## src/rtl/ofdm_qam_mapper.sv

```systemverilog
// ofdm_qam_mapper: groups the serial interleaved bit stream into constellation
// symbols (BPSK/QPSK/16-QAM/64-QAM), Gray-maps each group to a Q1.6 I/Q point
// and tags it with its data-subcarrier index and OFDM-symbol number.
//
// Ports:
//   clock, reset      - rising-edge clock, asynchronous active-low reset
//   start, rate       - frame start pulse; rate[3:2] selects the modulation
//   tx_end            - frame end pulse, returns to idle
//   bit_in, bit_valid - serial input bit and its qualifier (gaps allowed)
//   i_out, q_out      - signed Q1.6 constellation point (64 = 1.0)
//   iq_valid          - one-cycle strobe for the point and its tags
//   sc_index          - data-subcarrier index 0..N_SC-1 of the point
//   sym_start         - strobe with iq_valid on subcarrier 0
//   sym_count         - OFDM symbol number of the point (0 = first after start)
//   busy              - frame in progress
module ofdm_qam_mapper #(
  parameter int unsigned HAS_SIGNAL = 1,
  parameter int unsigned N_SC       = 48
) (
  input  logic              clock,
  input  logic              reset,
  input  logic              start,
  input  logic [3:0]        rate,
  input  logic              tx_end,
  input  logic              bit_in,
  input  logic              bit_valid,
  output logic signed [7:0] i_out,
  output logic signed [7:0] q_out,
  output logic              iq_valid,
  output logic [5:0]        sc_index,
  output logic              sym_start,
  output logic [10:0]       sym_count,
  output logic              busy
);

  typedef enum logic [1:0] {StIdle, StSignal, StData} state_e;

  localparam logic [5:0] ScLast = 6'(N_SC - 1);

  state_e      state_q;
  logic [1:0]  mod_q;
  logic [2:0]  bit_cnt_q;
  logic [4:0]  shreg_q;
  logic [5:0]  sc_cnt_q;
  logic [10:0] sym_cnt_q;

  // Gray-coded 16-QAM axis level for a bit pair (first bit in the MSB).
  function automatic logic signed [7:0] map16(input logic [1:0] b);
    unique case (b)
      2'b00:   map16 = -8'sd61;
      2'b01:   map16 = -8'sd20;
      2'b11:   map16 = 8'sd20;
      default: map16 = 8'sd61;
    endcase
  endfunction

  // Gray-coded 64-QAM axis level for a bit triple (first bit in the MSB).
  function automatic logic signed [7:0] map64(input logic [2:0] b);
    unique case (b)
      3'b000:  map64 = -8'sd69;
      3'b001:  map64 = -8'sd49;
      3'b011:  map64 = -8'sd30;
      3'b010:  map64 = -8'sd10;
      3'b110:  map64 = 8'sd10;
      3'b111:  map64 = 8'sd30;
      3'b101:  map64 = 8'sd49;
      default: map64 = 8'sd69;
    endcase
  endfunction

  // The group as it will look once the current bit is shifted in; the first
  // received bit ends up in the most significant used position.
  logic [5:0]        grp;
  logic [1:0]        eff_mod;
  logic [2:0]        nbits;
  logic signed [7:0] i_map;
  logic signed [7:0] q_map;
  logic              last_bit;

  assign grp     = {shreg_q, bit_in};
  assign eff_mod = (state_q == StSignal) ? 2'b11 : mod_q;

  always_comb begin
    nbits = 3'd1;
    i_map = '0;
    q_map = '0;
    unique case (eff_mod)
      2'b11: begin
        nbits = 3'd1;
        i_map = grp[0] ? 8'sd64 : -8'sd64;
        q_map = '0;
      end
      2'b01: begin
        nbits = 3'd2;
        i_map = grp[1] ? 8'sd45 : -8'sd45;
        q_map = grp[0] ? 8'sd45 : -8'sd45;
      end
      2'b10: begin
        nbits = 3'd4;
        i_map = map16(grp[3:2]);
        q_map = map16(grp[1:0]);
      end
      default: begin
        nbits = 3'd6;
        i_map = map64(grp[5:3]);
        q_map = map64(grp[2:0]);
      end
    endcase
  end

  assign last_bit = (bit_cnt_q == (nbits - 3'd1));
  assign busy     = (state_q != StIdle);

  always_ff @(posedge clock or negedge reset) begin
    if (!reset) begin
      state_q   <= StIdle;
      mod_q     <= '0;
      bit_cnt_q <= '0;
      shreg_q   <= '0;
      sc_cnt_q  <= '0;
      sym_cnt_q <= '0;
      i_out     <= '0;
      q_out     <= '0;
      iq_valid  <= 1'b0;
      sc_index  <= '0;
      sym_start <= 1'b0;
      sym_count <= '0;
    end else begin
      iq_valid  <= 1'b0;
      sym_start <= 1'b0;
      if (start) begin
        // A bit arriving with start is dropped; accumulation begins next cycle.
        state_q   <= (HAS_SIGNAL != 0) ? StSignal : StData;
        mod_q     <= rate[3:2];
        bit_cnt_q <= '0;
        shreg_q   <= '0;
        sc_cnt_q  <= '0;
        sym_cnt_q <= '0;
      end else if (tx_end) begin
        state_q   <= StIdle;
        bit_cnt_q <= '0;
      end else if (state_q != StIdle && bit_valid) begin
        shreg_q <= grp[4:0];
        if (last_bit) begin
          bit_cnt_q <= '0;
          i_out     <= i_map;
          q_out     <= q_map;
          iq_valid  <= 1'b1;
          sym_start <= (sc_cnt_q == '0);
          sc_index  <= sc_cnt_q;
          sym_count <= sym_cnt_q;
          if (sc_cnt_q == ScLast) begin
            sc_cnt_q  <= '0;
            sym_cnt_q <= sym_cnt_q + 11'd1;
            if (state_q == StSignal) state_q <= StData;
          end else begin
            sc_cnt_q <= sc_cnt_q + 6'd1;
          end
        end else begin
          bit_cnt_q <= bit_cnt_q + 3'd1;
        end
      end
    end
  end

endmodule

```

## config.mk

```make
export PLATFORM = sky130hd
export DESIGN_NAME = ofdm_qam_mapper
export DESIGN_NICKNAME = d
export VERILOG_FILES = /design/src/rtl/ofdm_qam_mapper.sv
export SDC_FILE = /design/constraint.sdc
export NUM_CORES = 1
export LEC_CHECK = 0
export ABC_CLOCK_PERIOD_IN_PS = 2170
export BUFFER_PORTS_ARGS = -buffer_cell sky130_fd_sc_hd__buf_2
export CAP_MARGIN = 20
export CORE_ASPECT_RATIO = 1.1
export CORE_MARGIN = 4
export CORE_UTILIZATION = 48
export DETAILED_ROUTE_END_ITERATION = 8
export PLACE_DENSITY = 0.69
export REMOVE_ABC_BUFFERS = 1
export SLEW_MARGIN = 20
export SYNTH_ARGS = -nofsm -noshare
export SYNTH_HDL_FRONTEND = slang
export SYNTH_SLANG_ARGS = --single-unit
```

## constraint.sdc

```tcl
create_clock -name clock -period 2.17 [get_ports clock]
set_input_delay 0.434 -clock clock [delete_from_list [all_inputs] [get_ports clock]]
set_output_delay 0.434 -clock clock [all_outputs]
set_load 0.02 [all_outputs]
```

After elaboration in Yosys (flattened, before gate mapping):

Index checks and enable logic that the tools add are counted.

* multiplexer cells: 42
* bitwise operators: 2
* reductions and logical operators: 19
* equality and inequality tests: 23
* $add $sub $neg: 4

Operator list (number)
* $pmux 8 s7: 2
* $pmux 8 s3: 4
* $mux 11: 5
* $mux 6: 5
* $mux 8: 3
* $eq 3x3->1 const B: 6
* $mux 5: 3
* $mux 2: 7
* $eq 3x2->1 const B: 4
* $mux 3: 4
* $reduce_and 4->1: 3
* $reduce_bool 3->1: 4
* $add 11x1->11 const B: 1
* $pmux 3 s3: 1
* $eq 2x1->1 const B: 4
* $eq 2x2->1 const B: 4
* $mux 1: 8
* $reduce_bool 2->1: 4
* $add 6x1->6 const B: 1
* $eq 3x1->1 const B: 2
* $eq 6x6->1 const B: 1
* $logic_not 3->1: 2
* $logic_not 6->1: 1
* $logic_not 2->1: 2
* other kinds (8): 9

* bits in registers: 64
* input bits: 10
* output and inout port bits: 36
* word-level logic and storage cells: 102

Longest topological paths before layout:

* depth after elaboration: 10
* gate-level depth with buffers: 9

Worst setup path after synthesis:

Ideal clock, no wire load.

* path kind: reg2reg
* from: register mod_q[0]
* to: register sc_index[1]
* library setup time: 0.125 ns
* cell stages (with the launch flop): 7
* path slack: 0.152 ns
* path buffers: 2
* data arrival time: 1.893 ns
* cell sequence: dfrtp_1 buf_2 nor2_1 a21boi_0 a2111oi_4 buf_4 mux2_2

* word-level cells in the longest chain between the ends: 6
* elaborated cells between the ends (all ways): 8
* those cells by class: 1 x add/sub; 4 x eq/ne; 2 x mux; 1 x reduce/logical

Ends and longest elaborated chain
* from (decl): line 41 `logic [1:0] mod_q;`
* from (signal assigned): line 134 `mod_q <= rate[3:2];`
* $mux 2 *: line 81 `assign eff_mod = (state_q == StSignal) ? 2'b11 : mod_q;`
* $eq 2x2->1 / $eq 2x1->1 (equally long branches): line 87 `unique case (eff_mod)`
* $pmux 3 s3 *: line 87
* $sub 3x1->3 *: line 111 `assign last_bit = (bit_cnt_q == (nbits - 3'd1));`
* $eq 3x3->1 *: line 111
* $reduce_and 4->1 (no source line) *
* to (signal assigned): line 150 `sc_index <= sc_cnt_q;`
* to (decl): line 30 `output logic [5:0] sc_index,`

Every way passes the cells marked *; elsewhere a longest branch is shown, timed or not.
A chain may end at the register's enable or synchronous reset.

Final worst setup path:

* from: register state_q[1]
* to: register sym_count[10]

* word-level cells in the longest chain between the ends: 7
* elaborated cells between the ends (all ways): 11
* those cells by class: 1 x add/sub; 5 x eq/ne; 2 x mux; 3 x reduce/logical

Ends and longest elaborated chain
* from (decl): line 40 `state_e state_q;`
* from (signal assigned): line 116 `state_q <= StIdle;`
* from (signal assigned): line 133 `state_q <= (HAS_SIGNAL != 0) ? StSignal : StData;`
* from (signal assigned): line 140 `state_q <= StIdle;`
* $eq 2x1->1: line 81
* $mux 2: line 81
* $eq 2x2->1 / $eq 2x1->1 (equally long branches): line 87
* $pmux 3 s3: line 87
* $sub 3x1->3: line 111
* $eq 3x3->1: line 111
* $reduce_and 4->1 (no source line) *
* to (signal assigned): line 151 `sym_count <= sym_cnt_q;`
* to (decl): line 32 `output logic [10:0] sym_count,`

Marked as above.

==> results.txt <==
The run finished with clean final reports. The routability congestion estimate from global placement is approximately 0.95. The multi-input combinational cells in the finished layout cover a total of 0.001923 mm2. The post-route standard cell area excluding fillers came out at approximately 0.0043 mm2. The worst register-to-register path begins at state_q[1]$_DFFE_PN0P_. The maximum number of pins on one net before global-route repair came out at 65. The number of maximum-capacitance violations is 0.

The number of antenna violations at the first check in global routing is 0. The sequential fraction of the synthesis area came out at 43.88%. During placement, the flow inserted port buffers numbering 43. The final number of hold-violating endpoints is 0. For this design, the slowest cell found on the critical path is a2111oi_4.

The detailed-routing iteration count for the pre-antenna-repair pass is 4. The first-pass GRT wire length is around 14 mm. The library cells used most frequently in the layout, excluding fill and tap cells, are 64 x dfrtp_1, 45 x nor2_1, 44 x buf_2.

The post-route minimum period is 2.122 ns. The largest fanout of any net on the critical path is 28. The setup fix buffers added after clock tree synthesis is 0. The initial core utilization is 49.11%. The tightest slew margin relative to the limit came out at between 60% and 70%. The detail route stage leaves a number of antenna-violating nets equal to 0. The count of clock tree sinks is 64.

The TritonCTS clock tree is done. The maximum number of buffers from clock root to sink came out at 2. The number of cells on the worst reg-to-reg path is 5. The setup skew after layout is roughly 0.0065 ns. The most common cell after layout, fill and taps aside is dfrtp_1. Of the cells placed in the final design, the portion with a size suffix greater than 1 is roughly a quarter. The post-route worst hold slack came out at 0.07474 ns. The worst setup path is of the flop to flop kind. The slew at the pin closest to its max-slew limit came out at between 0.4 and 0.5 ns. The leakage power summed over all cells came out at 1.927 nW. In this run the horizontal extent of the chip is 91.14 um.

The total via count in the routed design is between 3000 and 4000. After detailed placement, the total cell area comes to a little over 0.004 mm2. Registers take approximately 0.0016 mm2.

The final antenna diode count came out at 0. After clock tree synthesis, the clock-pin slew on the worst setup and hold paths is about 0.07 ns. The number of DRC markers in iteration 0 is approximately 130.

The detailed-route wire length is 8.052 mm. The number of top-level design ports is 46. Counting flops with a built-in enable in the synthesized netlist gives 0. The number of remaining DRC errors is 0.

The via count of the first global-routing pass is between 2000 and 3000. The signal on the critical path passes through nand2b_4 > a211o_1 > a2111oi_4 > buf_12 > mux2_2. After detailed routing, the average wire length per cell comes to roughly 15 um. The critical path capture point type is a flop.

Counting distinct cell types in the post-synthesis netlist gives 55. The cell chosen for the clock root is clkbuf_8. The endpoint identified for the worst register-to-register timing path is sym_count[10]$_DFFE_PN0P_. Row generation in the floorplan step produced 33 rows. The number of warning messages in the yosys log is 0. The worst setup path is launched from a flop. The net count of the finished layout is 470. In the synthesized netlist the dominant register cell turns out to be dfrtp_1. Fill cells in the final layout number between 600 and 700. From synthesis to final layout, the design area changed by 17.90%. Across every metal layer, demand over resource in global routing totals between 10% and 20%. The per-cell via count in the routed design came out at about 5.7.

The required arrival time at the worst endpoint came out at ~2.4 ns. The die covers 0.009064 mm2. The critical path data arrival time is roughly 2.4 ns.

The flop-to-flop setup slack came out at ~0.048 ns. After layout, the worst path uses roughly 98% of the clock period. The total number of H-tree levels came out at 3.

At the later pin of the worst-skew pair, clock insertion delay measures roughly 0.35 ns. The largest single stage delay on the critical path is between 0.4 and 0.5 ns. The global-route congestion overflow total came out at 0. Setup repair after global routing could not meet its margin everywhere. For this run, the top clock speed supported by timing is 0.4712 GHz.

The core area came out at about 0.0074 mm2. The cell area after synthesis is about 0.0036 mm2. Setup violations remaining at the end of the flow were counted as 0. The most critical setup path has its startpoint at state_q[1]$_DFFE_PN0P_. The count of pins over their slew limit is 0. The flip-flop and latch count after synthesis came out at 64. Counting every instance in the synthesized netlist gives 385.

The average footprint of a synthesized cell is between 9 and 10 um2. The ratio of total power to cell area is between 600 and 700 mW/mm2. The maximum ir drop on the vdd rail came out at between 0.4 and 0.5 mV.

The worst hold path belongs to the class input port to asynchronous set/reset pin. The height of the die is 99.46 um. The number of CTS-inserted buffers came out at 9. The async set-or-reset flop fraction in the synthesized netlist is 100.0%. The placed wire-length estimate is about 5.5 mm.
-- stage by stage --
stage	util (%)	power, W	worst slack (ns)	setup TNS [ns]	cells
after floorplan	-	0.001697	-1.007	-34.64	363
after global placement	54.60	0.001919	0.03435	0	517
after detailed placement	54.60	0.001928	-0.01449	-0.03894	517
after CTS	57.15	0.002937	0.03379	0	533
after global routing	57.90	0.003073	-0.01027	-0.05214	534
final	57.90	0.002915	0.04761	0	534
-- kinds of logic after synthesis --
| group | synth area share [%] |
|---|---|
| AO/OA/AOI/OAI | 21.01 |
| multiplexers | 5.862 |
| XOR/XNOR | 0.4800 |
| flip-flops | 43.88 |
| AND/OR/NAND/NOR | 17.93 |
| buffers and inverters | 4.662 |
| adder cells (fa/ha/maj) | 6.171 |
-- layout make-up --
class                   count  area share, %
well taps                  87          2.530
repair buffers             68          10.06
multi-input cells         286          44.69
clock buffers              10          2.966
inverters                  13          1.134
flip-flops and latches     64          37.22
clock inverters             6          1.396
-- critical path, delay by kind of cell, from the launching register on --
kind / cells / cell delay, ns
buf+inv: 1 / 0.23
mux: 1 / 0.35
compound gates: 2 / 0.80
flops: 1 / 0.43
simple gates: 1 / 0.19
-- metal layers --
layer	vias to the layer above	routed length [um]	track usage (%)
met5	-	0	0
met4	0	112	6.961
met3	8	284	3.707
met2	59	3898	32.50
met1	1480	3756	24.01
li1	1520	-	-
-- state kept, by name, summed over array words and instances (netlist names) --
signal / cells
bit_cnt_q: 3
sc_index: 6
i_out: 8
shreg_q: 5
sym_start: 1
sym_cnt_q: 11
sym_count: 11
state_q: 2
sc_cnt_q: 6
mod_q: 2
iq_valid: 1
q_out: 8
-- worst max-delay path by stage --
| stage | end |
|---|---|
| after detailed placement | sym_cnt_q[9]$_DFFE_PN0P_ |
| final | sym_count[10]$_DFFE_PN0P_ |
| after floorplan | i_out[7]$_DFFE_PN0P_ |
| after global placement | sym_cnt_q[6]$_DFFE_PN0P_ |
| after global routing | sym_count[0]$_DFFE_PN0P_ |
| after CTS | sym_cnt_q[10]$_DFFE_PN0P_ |
-- power by group --
part	total [W]	internal, W	switching (W)
Sequential	0.00134	0.00129	0.0000568
Combinational	0.000570	0.000212	0.000358
Clock	0.00100	0.000524	0.000477
Total	0.00291	0.00202	0.000891
-- what timing repair did --
action                     4_1_cts  5_1_grt
resized for setup                1       10
hold endpoints to repair         0        0
gates cloned                     0        1
hold buffers                     0        0
setup endpoints to repair        8       11
pin swaps                        0        0
-- cells in the mapped netlist, drive strengths merged, types with 4 or more instances --
library cell	count	area [um2]
o31ai	10	75.07
inv	13	48.80
mux2	19	214.0
nor2	46	172.7
or3	6	37.54
nor2b	6	37.54
nor3	7	40.04
dfrtp	64	1602
nand2	19	71.32
nand3	12	60.06
buf	9	71.31
o21ai	27	135.1
or4	11	82.58
nand2b	4	32.53
ha	18	225.2
clkbuf	13	50.04
a21oi	43	215.2
a211oi	4	30.03
a31oi	7	43.79
No activity file was read; power rests on OpenSTA's default activity.
